File: config.mk
export PLATFORM = sky130hd
export DESIGN_NAME = rev_serial_alu
export DESIGN_NICKNAME = d
export VERILOG_FILES = /design/src/rtl/rev_serial_alu.sv
export SDC_FILE = /design/constraint.sdc
export NUM_CORES = 1
export LEC_CHECK = 0
export ABC_AREA = 1
export BUFFER_PORTS_ARGS = -buffer_cell sky130_fd_sc_hd__buf_4
export CAP_MARGIN = 30
export CELL_PAD_IN_SITES_DETAIL_PLACEMENT = 1
export CELL_PAD_IN_SITES_GLOBAL_PLACEMENT = 1
export CORE_ASPECT_RATIO = 1.1
export CORE_MARGIN = 2
export CORE_UTILIZATION = 36
export CTS_BUF_LIST = sky130_fd_sc_hd__clkbuf_16
export DETAILED_ROUTE_END_ITERATION = 10
export GPL_TIMING_DRIVEN = 0
export PLACE_DENSITY_LB_ADDON = 0.1
export SYNTH_ARGS = -nofsm -noshare
export SYNTH_HDL_FRONTEND = slang
export SYNTH_SLANG_ARGS = --single-unit
File: constraint.sdc
create_clock -name clk -period 1.73 [get_ports clk]
set_clock_uncertainty 0.2 [all_clocks]
set_input_delay 0.4325 -clock clk [delete_from_list [all_inputs] [get_ports clk]]
set_output_delay 0.4325 -clock clk [all_outputs]
set_load 0.02 [all_outputs]
File: src/rtl/rev_serial_alu.sv
// rtl/rev_serial_alu.sv - digit-serial reversible-style ALU with valid/ready handshakes
//
// Purpose: computes ADD/SUB/logic ops on a WIDTH-bit operand pair, DIGIT bits per
// clock, using a DPG-style full-adder cell (sum = a^b^cin, cout = ((a^b)&cin)^(a&b)).
//
// Ports:
//   clk, rst            rising-edge clock, synchronous active-high reset
//   in_valid, in_ready  operand handshake (accepted only in IDLE)
//   a, b, op            operands and opcode (000 ADD .. 111 NOR)
//   out_valid, out_ready result handshake (held in DONE until out_ready)
//   result              WIDTH-bit result
//   carry, overflow     carry/no-borrow and signed overflow (ADD/SUB only)
//   zero                result == 0
//   busy                high in RUN or DONE

module rev_serial_alu #(
   parameter int WIDTH = 16,
   parameter int DIGIT = 1
) (
   input  logic             clk,
   input  logic             rst,
   input  logic             in_valid,
   output logic             in_ready,
   input  logic [WIDTH-1:0] a,
   input  logic [WIDTH-1:0] b,
   input  logic [2:0]       op,
   output logic             out_valid,
   input  logic             out_ready,
   output logic [WIDTH-1:0] result,
   output logic             carry,
   output logic             overflow,
   output logic             zero,
   output logic             busy
);

   localparam int NDIG  = WIDTH / DIGIT;
   localparam int CNT_W = (NDIG > 1) ? $clog2(NDIG) : 1;

   localparam logic [2:0] OP_ADD  = 3'b000;
   localparam logic [2:0] OP_SUB  = 3'b001;
   localparam logic [2:0] OP_AND  = 3'b010;
   localparam logic [2:0] OP_OR   = 3'b011;
   localparam logic [2:0] OP_XOR  = 3'b100;
   localparam logic [2:0] OP_XNOR = 3'b101;
   localparam logic [2:0] OP_NAND = 3'b110;

   typedef enum logic [1:0] {
      S_IDLE,
      S_RUN,
      S_DONE
   } state_t;

   state_t             state_q, state_d;
   logic [WIDTH-1:0]   a_q, a_d;
   logic [WIDTH-1:0]   b_q, b_d;
   logic [WIDTH-1:0]   sh_q, sh_d;
   logic [WIDTH-1:0]   result_q, result_d;
   logic [2:0]         op_q, op_d;
   logic [CNT_W-1:0]   cnt_q, cnt_d;
   logic               cy_q, cy_d;
   logic               carry_q, carry_d;
   logic               overflow_q, overflow_d;
   logic               zero_q, zero_d;

   logic               arith;
   logic [DIGIT-1:0]   dig;
   logic               chain;
   logic               cy_msb_in;
   logic               p;
   logic               g;

   assign arith = (op_q == OP_ADD) || (op_q == OP_SUB);

   // One digit of DPG cells. The carry chain is seeded with 0 for logic ops so
   // the flags derived from it stay 0. cy_msb_in ends up holding the carry into
   // the top cell of the digit, which on the final digit is the operand MSB.
   always_comb begin
      dig       = '0;
      chain     = cy_q & arith;
      cy_msb_in = 1'b0;
      p         = 1'b0;
      g         = 1'b0;
      for (int i = 0; i < DIGIT; i++) begin
         cy_msb_in = chain;
         p = a_q[i] ^ b_q[i];
         g = a_q[i] & b_q[i];
         case (op_q)
            OP_ADD, OP_SUB: begin
               dig[i] = p ^ chain;
               chain  = (p & chain) ^ g;
            end
            OP_AND:  dig[i] = g;
            OP_OR:   dig[i] = a_q[i] | b_q[i];
            OP_XOR:  dig[i] = p;
            OP_XNOR: dig[i] = ~p;
            OP_NAND: dig[i] = ~g;
            default: dig[i] = ~(a_q[i] | b_q[i]);
         endcase
      end
   end

   always_comb begin
      state_d    = state_q;
      a_d        = a_q;
      b_d        = b_q;
      sh_d       = sh_q;
      result_d   = result_q;
      op_d       = op_q;
      cnt_d      = cnt_q;
      cy_d       = cy_q;
      carry_d    = carry_q;
      overflow_d = overflow_q;
      zero_d     = zero_q;

      case (state_q)
         S_IDLE: begin
            if (in_valid) begin
               a_d     = a;
               // Subtraction is A + ~B + 1: invert B here, seed carry with 1.
               b_d     = (op == OP_SUB) ? ~b : b;
               op_d    = op;
               cy_d    = (op == OP_SUB);
               cnt_d   = '0;
               sh_d    = '0;
               state_d = S_RUN;
            end
         end

         S_RUN: begin
            a_d  = a_q >> DIGIT;
            b_d  = b_q >> DIGIT;
            sh_d = (sh_q >> DIGIT) | (WIDTH'(dig) << (WIDTH - DIGIT));
            cy_d = chain;
            if (cnt_q == CNT_W'(NDIG - 1)) begin
               cnt_d      = '0;
               cy_d       = 1'b0;
               result_d   = sh_d;
               carry_d    = arith & chain;
               overflow_d = arith & (cy_msb_in ^ chain);
               zero_d     = (sh_d == '0);
               state_d    = S_DONE;
            end else begin
               cnt_d = cnt_q + CNT_W'(1);
            end
         end

         S_DONE: begin
            if (out_ready) begin
               state_d = S_IDLE;
            end
         end

         default: state_d = S_IDLE;
      endcase
   end

   always_ff @(posedge clk) begin
      if (rst) begin
         state_q    <= S_IDLE;
         a_q        <= '0;
         b_q        <= '0;
         sh_q       <= '0;
         result_q   <= '0;
         op_q       <= '0;
         cnt_q      <= '0;
         cy_q       <= 1'b0;
         carry_q    <= 1'b0;
         overflow_q <= 1'b0;
         zero_q     <= 1'b0;
      end else begin
         state_q    <= state_d;
         a_q        <= a_d;
         b_q        <= b_d;
         sh_q       <= sh_d;
         result_q   <= result_d;
         op_q       <= op_d;
         cnt_q      <= cnt_d;
         cy_q       <= cy_d;
         carry_q    <= carry_d;
         overflow_q <= overflow_d;
         zero_q     <= zero_d;
      end
   end

   assign in_ready  = (state_q == S_IDLE);
   assign out_valid = (state_q == S_DONE);
   assign busy      = (state_q != S_IDLE);
   assign result    = result_q;
   assign carry     = carry_q;
   assign overflow  = overflow_q;
   assign zero      = zero_q;

endmodule
* Word-level counts from Yosys, hierarchy flattened
Index checks and enable logic that the tools add are counted.
Storage, ports and cells: bits in registers 77, input bits 39, output and inout bits 22, word-level logic and storage cells 70
Cells by class: add/sub/neg operators 1, equality and inequality tests 13, muxes and demuxes 19, bitwise logic cells 15, reductions and logical operators 11
Operator list (number):
- one-hot mux 16 bit (2 select lines) | 3
- two-way mux 16 bit | 4
- logical NOT 16 bit | 1
- inverter 16 bit | 1
- OR 15 x 16 -> 16 bit | 1
- equality test 3 bit, second input constant | 3
- two-way mux 4 bit | 2
- one-hot mux 4 bit (2 select lines) | 1
- equality test 3 x 1 -> 1 bit, second input constant | 2
- equality test 3 x 2 -> 1 bit, second input constant | 2
- two-way mux 2 bit | 3
- one-hot mux 1 bit (6 select lines) | 1
- one-hot mux 2 bit (3 select lines) | 1
- AND reduction 2 bit | 3
- bitwise AND 1 bit | 5
- adder 4 x 1 -> 4 bit, second input constant | 1
- equality test 4 bit, second input constant | 1
- != test 2 bit, second input constant | 2
- nonzero test 2 bit | 2
- bitwise XOR 1 bit | 4
- logical NOT 3 bit | 1
- two-way mux 1 bit | 3
- inverter 1 bit | 3
- AND reduction 3 bit | 1
- other kinds (8) | 8

* Depth between registers and ports, before layout
word-level depth 8, mapped depth 11, mapped depth without buffers 11

* Worst setup path before layout
No wires, ideal clock.
path kind register to register, from register op_q[2], to register result_q[15], in the netlist result[15], setup time 109 ps, data arrival time 1389 ps, required time 1421 ps, path slack 32 ps, stages on the path, launching flop included 11, buffers on the path 0, clock period less this slack 1698 ps, path through dfxtp_1 > nor2_1 > inv_1 > nor2_1 > fa_1 > nand2_1 > nand2_1 > nand2_1 > nand2_1 > nand2_1 > inv_1
Between the ends: cells in the longest elaborated chain, start to end 6, elaborated cells between the ends (all ways) 13, those cells by class 6 x eq/ne; 1 x mux; 3 x bitwise; 3 x reduce/logical
RTL lines:
- start, declared | line 58 | logic [2:0] op_q, op_d;
- start signal, assigned | line 176 | op_q <= op_d;
- equality test 3 x 1 -> 1 bit or logical NOT 3 bit (tied branches) | line 72, 87
- logical OR 1 bit | line 72 | assign arith = (op_q == OP_ADD) || (op_q == OP_SUB);
- bitwise AND 1 bit | line 79 | chain = cy_q & arith;
- bitwise XOR 1 bit | line 89 | dig[i] = p ^ chain;
- one-hot mux 1 bit (6 select lines) * | line 87 | case (op_q)
- OR 15 x 16 -> 16 bit * | line 132 | sh_d = (sh_q >> DIGIT) | (WIDTH'(dig) << (WIDTH - DIGIT));
- end signal, assigned | line 175 | result_q <= result_d;
- end, declared | line 57 | logic [WIDTH-1:0] result_q, result_d;
Every way passes the cells marked *; elsewhere a longest branch is shown, timed or not. A chain may end at the register's enable or synchronous reset.

* Final worst setup path
from register op_q[1], to register zero_q, in the netlist zero
Between the ends: cells in the longest elaborated chain, start to end 7, elaborated cells between the ends (all ways) 14, those cells by class 6 x eq/ne; 1 x mux; 3 x bitwise; 4 x reduce/logical
RTL lines:
- equality test 3 x 1 -> 1 bit or logical NOT 3 bit (tied branches) | line 72, 87
- logical OR 1 bit | line 72
- bitwise AND 1 bit | line 79
- bitwise XOR 1 bit | line 89
- one-hot mux 1 bit (6 select lines) * | line 87
- OR 15 x 16 -> 16 bit * | line 132
- logical NOT 16 bit * | line 140 | zero_d = (sh_d == '0);
- end signal, assigned | line 181 | zero_q <= zero_d;
- end, declared | line 63 | logic zero_q, zero_d;
Marked as above.

==> results.toml <==
[critical_path]
path_max_fanout = 2
cp_data_required_time_ps = 1720
startpoint = "op_q[1]"
cp_data_arrival_time_ps = 1710
r2r-start = "op_q[1]"
cp-end-kind = "flop"
cp-start-kind = "flop"
worstSetupPathType = "flop to flop"

[timing]
min_period_ps = 1720
finalWorstSetupSlack_ps = 10.4
setup-violations-final = 0
hold_viol = 0
relSlewSlack = 0.650
timing.fmax_mhz = 582
drv_slew = 0
rsz0062_at_grt = "yes"
timing.final.crit_share = 0.994
worstMarginPinSlew_ps = 525
tns_ps = 0

[power_and_ir_drop]
irDropWorstVdd_mv = 0.441
p_total_mw = 4.63
leakagePower_nw = 1.88
p_per_area_nw_per_um2 = 1050

[run]
drv_cap = 0

[clocking]
htree_levels = 3
tritoncts = "built"
cts_buffers = 9
clock-sinks = 76
clkTransAtPathRegs_ps = 60
clockBufferDepth = 2
clk_latency_ps = 330
root_buffer = "clkbuf_16"

[finish]
area_growth_syn_to_layout_pct = 34.0
nNetsFinal = 580
fillCellCount = 1121
multi_input_area_um2 = 1590
final_util = 0.496
antenna_cells = 0
regArea_um2 = 1530
layout-drive-gt1-share = 0.256

[yosys]
synth_compound_area_frac = 0.196
syn_nets = 494
synth_cells = 451
muxShareOfSynthArea = 0
synth_simple_gate_area_frac = 0.235
yosys.cell_count.top_type = "nand2_1"
synth_top_family_by_area = "simple AND/OR/NAND/NOR gates"
ys_warn_count = 0
ys_ff_latch = 76
synth-xor-area-share = 0.0213
yosysUniqueCellTypes = 25
synth_fa_ha_area_frac = 0.0175
netlist_area_um2 = 3290
synth-seq-area-share = 0.463
synth_area_leaders = "dfxtp_1 46%, nand2_1 14%, o21ai_0 9.1%, a21oi_1 5.6%, nor2_1 5.1%"
syn_area_per_cell_um2 = 7.29
synth-edff-count = 0
yosysTopAreaCell = "dfxtp_1"
synth_top_area_frac = 0.463
yosys-top-cells-count = "120 x nand2_1, 76 x dfxtp_1, 60 x o21ai_0, 45 x nor2_1, 37 x a21oi_1"
async_flop_share = 0
ys.flop_type = "dfxtp_1"

[routing]
wirelength_mm = 9.51
final_antenna_net_count = 0
avgViaCountPerCell = 5.03
drt_pass1_iterations = 6
wl_per_cell_um = 14.5
vias = 3302
drc = 0
drtIter0Drc = 110

[placed_design]
place.port_buffers = 59
dp_slack_ps = -360
dpl.hpwl_mm = 6.50
routabilityCongestion = 0.740

[grt]
antenna_found_initial = 0
grt_pass1_vias = 3447
gr-total-overflow = 0
grt_pass1_wl_mm = 16.1
gr-usage-all-layers = 0.202
grt_max_degree = 16

[die]
floorplan.initialDensity = 0.370
die_height_um = 104
dieWidth_um = 95.1
ios = 61
core_um2 = 8870
die_area_um2 = 9910
rows = 36

[min_path]
hp-start = "a[7]"
hp-class = "input port to flop"

[status]
status = "complete, no violations"
cell families after synthesis:
| family | Yosys count |
|---|---|
| simple gates | 189 |
| compound gates | 122 |
| fa+ha+maj | 4 |
| buf+inv | 52 |
| xor+xnor | 8 |
| flops | 76 |
what timing repair did:
item	4_1_cts	5_1_grt
buffers inserted	15	1
resized for setup	8	35
gates cloned	0	0
setup endpoints to repair	33	56
pin swaps	6	2
hold buffers	0	0
final cells by class:
cell class | instances | share of cell area
Timing Repair Buffer | 75 | 0.128
Tap cell | 114 | 0.0324
Multi-Input combinational cell | 323 | 0.360
Sequential cell | 76 | 0.348
Clock buffer | 9 | 0.0511
Buffer | 27 | 0.0355
Inverter | 25 | 0.0213
Clock inverter | 7 | 0.0239
flip-flops by register name, indices dropped and copies added (netlist names):
register and count:
state_q 2, overflow 1, carry 1, result 16, b_q 16, a_q 16, sh_q 15, cy_q 1
zero 1, op_q 3, cnt_q 4
critical path, cell delays in order (launching register included):
cell	delay (ps)
dfxtp_2	360
nor2_4	50
inv_2	80
nor2_4	40
fa_1	540
nand2_1	60
nand2_2	80
nand2_2	60
nand2_1	60
a21oi_1	50
layer usage:
layer	up-vias	GRT usage	wire, um
met3	21	0.0268	284
li1	1656	-	-
met4	0	0.0756	219
met1	1562	0.261	4380
met5	-	0	0
met2	63	0.340	4620
power breakdown:
part           leakage (nW)  switching (mW)  total [mW]  internal [mW]
Clock                 0.159           0.797        2.09           1.29
Combinational          1.10           0.367       0.635          0.268
Sequential            0.624          0.0591        1.91           1.85
Total                  1.88            1.22        4.63           3.41
placed cells by master (no fill, tap or decap), types with 7 or more instances in the layout:
cell type	synthesis	layout
buf_4	3	78
dfxtp_1	76	69
clkbuf_16	0	9
inv_2	6	7
inv_1	19	18
o21ai_0	60	58
nand3_1	15	14
nor2_1	45	41
clkbuf_1	13	7
nand2_1	120	117
a21oi_1	37	36
a31oi_1	22	22
xor2_1	7	7
per-stage QoR:
step,cell area (um^2),hold slack [ps],cells
finish,4400,171,656
global route,4400,182,656
CTS,4330,168,655
detailed placement,3870,260,624
global placement,3870,252,624
floorplan,3290,239,451
worst paths after layout:
path,end,slack (ps),cells past startpoint
setup / recovery,zero,10,9
hold / removal,a_q[7],170,3
setup reg to reg,zero,10,9
hold reg to reg,cnt_q[0],250,1
Note: power is estimated with default switching activity, not from simulation.
